==> config.mk <==
export PLATFORM = sky130hd
export DESIGN_NAME = memory_arbiter
export DESIGN_NICKNAME = d
export VERILOG_FILES = /design/src/rtl/memory_arbiter.sv
export SDC_FILE = /design/constraint.sdc
export NUM_CORES = 1
export LEC_CHECK = 0
export BUFFER_PORTS_ARGS = -buffer_cell sky130_fd_sc_hd__buf_2
export CORE_MARGIN = 8
export CORE_UTILIZATION = 45
export DETAILED_ROUTE_END_ITERATION = 8
export PLACE_DENSITY = 0.8
export SYNTH_ARGS = -nofsm -noshare
export SYNTH_HDL_FRONTEND = slang
export SYNTH_SLANG_ARGS = --single-unit
==> constraint.sdc <==
create_clock -name CLK -period 2.1 [get_ports CLK]
set_input_delay 0.21 -clock CLK [delete_from_list [all_inputs] [get_ports CLK]]
set_output_delay 0.21 -clock CLK [all_outputs]
set_load 0.05 [all_outputs]
==> src/rtl/memory_arbiter.sv <==
// Serialises instruction-fetch and data requests onto one single-ported RAM.
// Data requests win arbitration; every access ends with a one-cycle hit pulse.
module memory_arbiter #(
    parameter int WORD_W  = 32,
    parameter int TIMEOUT = 15
) (
    input  logic              CLK,
    input  logic              nRST,
    input  logic              imemREN,
    input  logic [WORD_W-1:0] imemaddr,
    output logic              ihit,
    output logic [WORD_W-1:0] imemload,
    input  logic              dmemREN,
    input  logic              dmemWEN,
    input  logic [WORD_W-1:0] dmemaddr,
    input  logic [WORD_W-1:0] dmemstore,
    output logic              dhit,
    output logic [WORD_W-1:0] dmemload,
    output logic              ramREN,
    output logic              ramWEN,
    output logic [WORD_W-1:0] ramaddr,
    output logic [WORD_W-1:0] ramstore,
    input  logic [WORD_W-1:0] ramload,
    input  logic              ramready,
    output logic              err
);

    localparam logic [WORD_W-1:0] BAD_WORD = WORD_W'(32'hBAD1BAD1);
    localparam logic [3:0]        LAST_CNT = 4'(TIMEOUT - 1);

    typedef enum logic [1:0] {IDLE, DACC, IACC, RESP} state_t;

    state_t            state, nextState;
    logic [3:0]        waitCnt, cntNext;
    logic              isWrite, writeNext;
    logic              renNext, wenNext, ihitNext, dhitNext, errNext;
    logic [WORD_W-1:0] addrNext, storeNext, iloadNext, dloadNext;
    logic              dataReq, inAccess, accDone;

    assign dataReq  = dmemREN | dmemWEN;
    assign inAccess = (state == DACC) || (state == IACC);
    // The counter value TIMEOUT-1 marks the TIMEOUT-th access cycle; ramready wins a tie.
    assign accDone  = inAccess && (ramready || (waitCnt == LAST_CNT));

    always_ff @(posedge CLK) begin
        // NOTE: sequential state uses non-blocking assignments so every register samples pre-edge values.
        if (!nRST) begin
            state    <= IDLE;
            waitCnt  <= '0;
            isWrite  <= 1'b0;
            ramREN   <= 1'b0;
            ramWEN   <= 1'b0;
            ramaddr  <= '0;
            ramstore <= '0;
            ihit     <= 1'b0;
            dhit     <= 1'b0;
            imemload <= '0;
            dmemload <= '0;
            err      <= 1'b0;
        end else begin
            state    <= nextState;
            waitCnt  <= cntNext;
            isWrite  <= writeNext;
            ramREN   <= renNext;
            ramWEN   <= wenNext;
            ramaddr  <= addrNext;
            ramstore <= storeNext;
            ihit     <= ihitNext;
            dhit     <= dhitNext;
            imemload <= iloadNext;
            dmemload <= dloadNext;
            err      <= errNext;
        end
    end

    always_comb begin
        nextState = state;
        case (state)
            IDLE: begin
                if (dataReq)      nextState = DACC;
                else if (imemREN) nextState = IACC;
            end
            DACC, IACC: if (accDone) nextState = RESP;
            RESP:       nextState = IDLE;
            default:    nextState = IDLE;
        endcase
    end

    // Next values for the registered outputs, so every port comes straight from a flop.
    always_comb begin
        // NOTE: every signal gets a default first; a missed branch would otherwise infer a latch.
        cntNext   = waitCnt;
        writeNext = isWrite;
        addrNext  = ramaddr;
        storeNext = ramstore;
        errNext   = err;
        renNext   = 1'b0;
        wenNext   = 1'b0;
        ihitNext  = 1'b0;
        dhitNext  = 1'b0;
        iloadNext = '0;
        dloadNext = '0;
        case (state)
            IDLE: begin
                cntNext = '0;
                if (dataReq) begin
                    writeNext = dmemWEN;
                    addrNext  = {dmemaddr[WORD_W-1:2], 2'b00};
                    storeNext = dmemstore;
                    renNext   = ~dmemWEN;
                    wenNext   = dmemWEN;
                    if ((dmemaddr[1:0] != 2'b00) || (dmemREN && dmemWEN)) errNext = 1'b1;
                end else if (imemREN) begin
                    writeNext = 1'b0;
                    addrNext  = {imemaddr[WORD_W-1:2], 2'b00};
                    renNext   = 1'b1;
                    if (imemaddr[1:0] != 2'b00) errNext = 1'b1;
                end
            end
            DACC, IACC: begin
                if (accDone) begin
                    if (!ramready) errNext = 1'b1;
                    // The hit is dropped if the requester has withdrawn by completion.
                    if (state == DACC) begin
                        dhitNext  = dataReq;
                        dloadNext = ramready ? ramload : BAD_WORD;
                    end else begin
                        ihitNext  = imemREN;
                        iloadNext = ramready ? ramload : BAD_WORD;
                    end
                end else begin
                    cntNext = waitCnt + 4'd1;
                    renNext = ~isWrite;
                    wenNext = isWrite;
                end
            end
            default: ;
        endcase
    end

endmodule

==> impl_results.md, run 1 <==
- Largest family of logic cells by synthesized area: simple AND/OR/NAND/NOR gates
- Total chip power: 10.8 mW
- Clock Tree Buf Depth: 2
- Design area: 7050 µm²
- Final Hold Viols: 0
- Flops & latches, synth: 138
- Post-route ant nets: 0
- Fmax: 571 MHz
- Critical Path Fanout Max: 7
- Final std cells w/o fill: 968
- Share of cells above drive strength 1: 0.417
- Placeable Area: 11200 µm²
- Clock root buffer: clkbuf_16
- Synthesized cell area: 5080 µm²
- Post-DP HPWL: 10900 µm
- Max stage delay cell, worst path: dfxtp_1
- Final Max Tran Viols: 0
- First-pass GRT wire length: 22600 µm
- Worst VDD drop: 835 µV
- Total Routing Usage GR: 0.190
- Synthesized-area fraction occupied by adder cells: 0.0148
- Wire length per cell: 15.2 µm
- Post-cts gate resize count: 0
- Die ar.: 15000 µm²
- Synth Area in XOR/XNOR: 0.00172
- Sw Pwr: 4.68 mW
- Setup Skew: 12.6 ps
- Seq/Total Area, Yosys: 0.543
- Via count: 4673
- Count leader, synth: dfxtp_1
- Reg power frac: 0.317
- Clk slew on worst S/H paths: 60 ps
- Post-synth top cells: dfxtp_1, nand2_1, nor2_1
- DR iter-0 viols: 236
- Routability cong.: 0.784
- CP Class: register to register
- Register area: 2760 µm²
- H-tree depth: 4
- Fin Hold WS: 24.5 ps
- Post-synth top area share: 0.543
- CP Cell Sequence: inv_1 > ha_1 > nor2b_1 > nand2_1 > a221oi_1
- Pwr dens: 1530 nW/µm²
- Pleak: 3.39 nW
- Vias in the first global route: 4551
- Critical Path Source Type: register
- CTS sink count: 138
- Status: completed
- Post-Synth Simple-Gate Area: 0.194
- DRC viols: 0
- Syn Area/Cell: 9.09 µm²
- CTS Buf Count: 17
- Final setup violation count: 0
- Cell Rows: 39
- Drt pass-1 iters: 7
- Ys Warns: 0
- Placed cells: 936
- Tcrit/Tclk final: 0.834
- Max_slew headroom: 0.580
- Yosys top cell by area: dfxtp_1
- Share of total power in the clock network: 0.258
- Post-synth EDFFs: 0
- Multi-input gate area: 2060 µm²
- # diodes: 0
- Port bufs: 264
- Congestion Overflow GR: 0
- Mapped Cells: 559
- Hold-fix buffer count after cts: 0
- Worst path max stage delay: 410 ps
- Setup repair bufs after CTS: 0
- Antenna violations before repair: 0
- Layout Area Growth over Synthesis: 38.6%
- Routed WL: 14700 µm
- Boundary Pins: 267
- Worst-skew pair later-pin latency: 410 ps
- Most used DFF post-synth: dfxtp_1
- Compound-cell area share of the yosys netlist: 0.190
- Hold Crit Class: input pin to register
- Synth area leaders: dfxtp_1, a311oi_2, nand2_1, nor2_1, a21oi_1
- Worst-Margin Slew: 629 ps
- Fill cells: 1024
- Unrepaired setup endpoints after global routing: false
- Dpl cell area: 6490 µm²
- Yosys cell types: 37
- MaxCap Viol Count: 0
- Comb power frac: 0.425
- Post-layout net count: 952
- Setup crit end kind: register
- Data arrival time of the critical path: 2060 ps
- Synth async-reset ratio: 0
- CP Data Required Time: 2410 ps
- Largest net degree at the start of global routing: 51
- Post-synthesis mux area share: 0.00197
- Initial Util: 0.453
- Sw Share: 0.435
- Vias per std cell: 4.83
- Int Power: 6.09 mW
- TritonCTS clock tree: yes
- Die Y: 122 µm
- Die Wd: 122 µm
- Period minus WS final: 1750 ps
- Fin Setup TNS: 0 ps
-- stage by stage --
| stage | utilization | setup slack (ps) |
|---|---|---|
| after floorplan | - | 446 |
| after global placement | 0.578 | 441 |
| after detailed placement | 0.578 | 394 |
| after CTS | 0.628 | 370 |
| after global routing | 0.628 | 149 |
| final | 0.628 | 348 |
-- routing by layer --
layer / track usage / wire (µm) / vias to the layer above
li1: - / - / 2368
met1: 0.211 / 5780 / 2127
met2: 0.327 / 7610 / 156
met3: 0.0603 / 1060 / 22
met4: 0.0861 / 284 / 0
met5: 0 / 0 / -
-- cells by family after synthesis --
group	after synthesis
simple gates	242
flops	138
xor+xnor	1
mux	1
compound gates	118
other cells	1
buf+inv	52
fa+ha+maj	6
-- flip-flops by register name, summed over array words and instances (netlist names) --
name,count
ramaddr,30
dhit,1
err,1
isWrite,1
waitCnt,4
ramREN,1
ramWEN,1
ramstore,32
dmemload,32
imemload,32
ihit,1
state,2
-- path summary, 6_finish.rpt --
path | slack, ps | from | cells past startpoint | end
max | 350 | state[0] | 5 | state[1]
min | 20 | ramload[23] | 3 | imemload[23]
max reg2reg | 350 | state[0] | 5 | state[1]
min reg2reg | 450 | ramstore[10] | 2 | ramstore[10]
-- layout by cell type (no fill, tap or decap), drive strengths merged, types with 3 or more instances in the layout --
| cell type | instances |
|---|---|
| a21oi | 37 |
| a311oi | 32 |
| a32o | 3 |
| buf | 279 |
| clkbuf | 22 |
| clkinv | 5 |
| dfxtp | 138 |
| ha | 6 |
| inv | 8 |
| nand2 | 111 |
| nand2b | 3 |
| nand3 | 5 |
| nor2 | 99 |
| nor2b | 19 |
| o211ai | 3 |
| o21ai | 33 |
-- cell type report --
class | instances | area share
Timing Repair Buffer | 279 | 0.209
Clock buffer | 22 | 0.0659
Sequential cell | 138 | 0.392
Multi-Input combinational cell | 370 | 0.292
Clock inverter | 10 | 0.0130
Inverter | 6 | 0.00320
Tap cell | 143 | 0.0254
-- critical path: cells and delay by family (launching register included) --
kind / cells / cell delay, ps
flops: 1 / 410
buf+inv: 1 / 70
fa+ha+maj: 1 / 290
compound gates: 1 / 280
simple gates: 2 / 600
-- power by group through the flow --
stage          registers, mW  clock network (mW)  logic (mW)
2_1_floorplan           5.31                   0        1.76
3_5_place_dp            3.47                   0        4.62
3_3_place_gp            3.45                   0        4.57
6_report                3.41                2.77        4.58
5_1_grt                 3.49                2.96        4.89
4_1_cts                 3.42                2.83        4.62
No activity file was read; power rests on OpenSTA's default activity.
==> run 2, diff against run 1 <==
==> constraint.sdc (replaced) <==
create_clock -name CLK -period 1.65 [get_ports CLK]
set_input_delay 0.165 -clock CLK [delete_from_list [all_inputs] [get_ports CLK]]
set_output_delay 0.165 -clock CLK [all_outputs]
set_load 0.05 [all_outputs]
==> run 2 against run 1 <==
Against the previous run: clock power grew 28%; sequential share of layout area shrank 3.6 points; via count grew 8.4%; utilization grew 6.3 points; setup slack lost 240 ps; routed wire length grew 14%; highest routed layer unchanged.
==> impl_results.md, run 2 (synthesized netlist as in run 1, its figures left out) <==
- Placed cells: 938
- Int Power: 8.00 mW
- Vias per std cell: 4.92
- Most common cell after layout, fill and taps aside: buf_2
- Wire length per cell: 16.3 µm
- Congestion Overflow GR: 0
- Setup Skew: 8.94 ps
- Critical Path Fanout Max: 8
- Worst-skew pair later-pin latency: 410 ps
- Cell Rows: 39
- DRC viols: 0
- Vias in the first global route: 5112
- CTS Buf Count: 17
- Tcrit/Tclk final: 0.936
- Largest net degree at the start of global routing: 51
- Initial Util: 0.453
- Port bufs: 264
- Comb power frac: 0.441
- CP Data Required Time: 1950 ps
- Fin Hold WS: 20.1 ps
- DR iter-0 viols: 355
- Layout Area Growth over Synthesis: 52.6%
- Pleak: 3.67 nW
- Boundary Pins: 267
- Clk slew on worst S/H paths: 60 ps
- Post-route ant nets: 0
- Final setup violation count: 0
- CTS sink count: 138
- Sw Pwr: 6.14 mW
- Pwr dens: 1820 nW/µm²
- Critical Path Source Type: register
- Period minus WS final: 1540 ps
- Worst VDD drop: 983 µV
- First-pass GRT wire length: 25100 µm
- Fmax: 647 MHz
- H-tree depth: 4
- Reg power frac: 0.308
- Sw Share: 0.434
- Via count: 5065
- Total chip power: 14.1 mW
- Routed WL: 16800 µm
- MaxCap Viol Count: 0
- Clock Tree Buf Depth: 2
- Drt pass-1 iters: 4
- Setup crit end kind: register
- Most frequent cells in the layout: buf_2, dfxtp_1, nand2_1
- Post-layout net count: 1013
- Final std cells w/o fill: 1029
- Hold Crit Class: input pin to register
- Clock root buffer: clkbuf_16
- Share of cells above drive strength 1: 0.400
- TritonCTS clock tree: yes
- Total Routing Usage GR: 0.214
- Antenna violations before repair: 0
- Unrepaired setup endpoints after global routing: false
- Status: completed
- Die Y: 122 µm
- Data arrival time of the critical path: 1840 ps
- Die Wd: 122 µm
- Routability cong.: 0.823
- Final Hold Viols: 0
- Placeable Area: 11200 µm²
- Share of total power in the clock network: 0.251
- Fin Setup TNS: 0 ps
- Fill cells: 879
- Largest registers: dmemload (32), imemload (32), ramstore (32)
- Die ar.: 15000 µm²
- CP Class: register to register
- Post-DP HPWL: 11200 µm
- Final Max Tran Viols: 0
-- run 2: cell types whose count changed in the layout (fill, tap and decap cells not counted), sizes merged --
cell | previous run | this run
clkinvlp | 2 | 4
inv | 8 | 9
clkbuf | 22 | 19
diode | 0 | 1
dlygate4sd3 | 0 | 57
buf | 279 | 282
-- run 2: cell type report --
class,instances,area [µm²],area share
clock inverters,13,121,0.0156
multi-input cells,370,2090,0.269
flip-flops and latches,138,2760,0.356
diodes,1,2.50,0.000323
repair buffers,340,2140,0.276
well taps,143,179,0.0231
inverters,6,22.5,0.00290
clock buffers,18,439,0.0566
-- run 2: final timing paths --
path | to | slack, ps | start | cells past startpoint
worst max-delay path | dmemload[16] | 110 | waitCnt[0] | 6
worst min-delay path | imemload[14] | 20 | ramload[14] | 3
worst max register to register | dmemload[16] | 110 | waitCnt[0] | 6
worst min register to register | ramstore[10] | 450 | ramstore[10] | 2
-- run 2: what timing repair did --
item	in CTS	in global routing
setup buffers	0	0
resized for setup	0	5
endpoints found under the setup margin	0	66
hold buffers	57	0
endpoints found under the hold margin	73	0
-- run 2: worst max-delay path, stage by stage, from the launching register on --
cell and delay, ps:
dfxtp_2 350, inv_1 60, ha_1 220, and3_4 230, o2111ai_4 310, clkbuf_16 220
nor2_1 50
-- run 2: per-layer routing --
layer / GRT usage / part of all wire / vias to the layer above
li1: - / - / 2496
met1: 0.216 / 0.36 / 2332
met2: 0.385 / 0.53 / 201
met3: 0.0782 / 0.075 / 36
met4: 0.0998 / 0.030 / 0
met5: 0 / 0 / -
-- run 2: metrics by stage --
stage,worst slack (ps),instance area [µm²],utilization
floorplan,94.1,5100,-
global placement,112,6570,0.585
detailed placement,68.7,6570,0.585
CTS,59.7,7700,0.686
global route,16.8,7760,0.691
finish,106,7760,0.691
-- run 2: power by group through the flow --
stage,clock network [mW],registers [mW],logic (mW)
after global placement,0,4.38,6.04
after detailed placement,0,4.41,6.09
after global routing,3.76,4.44,6.65
after CTS,3.61,4.35,6.21
after floorplan,0,6.76,2.28
final,3.55,4.35,6.23
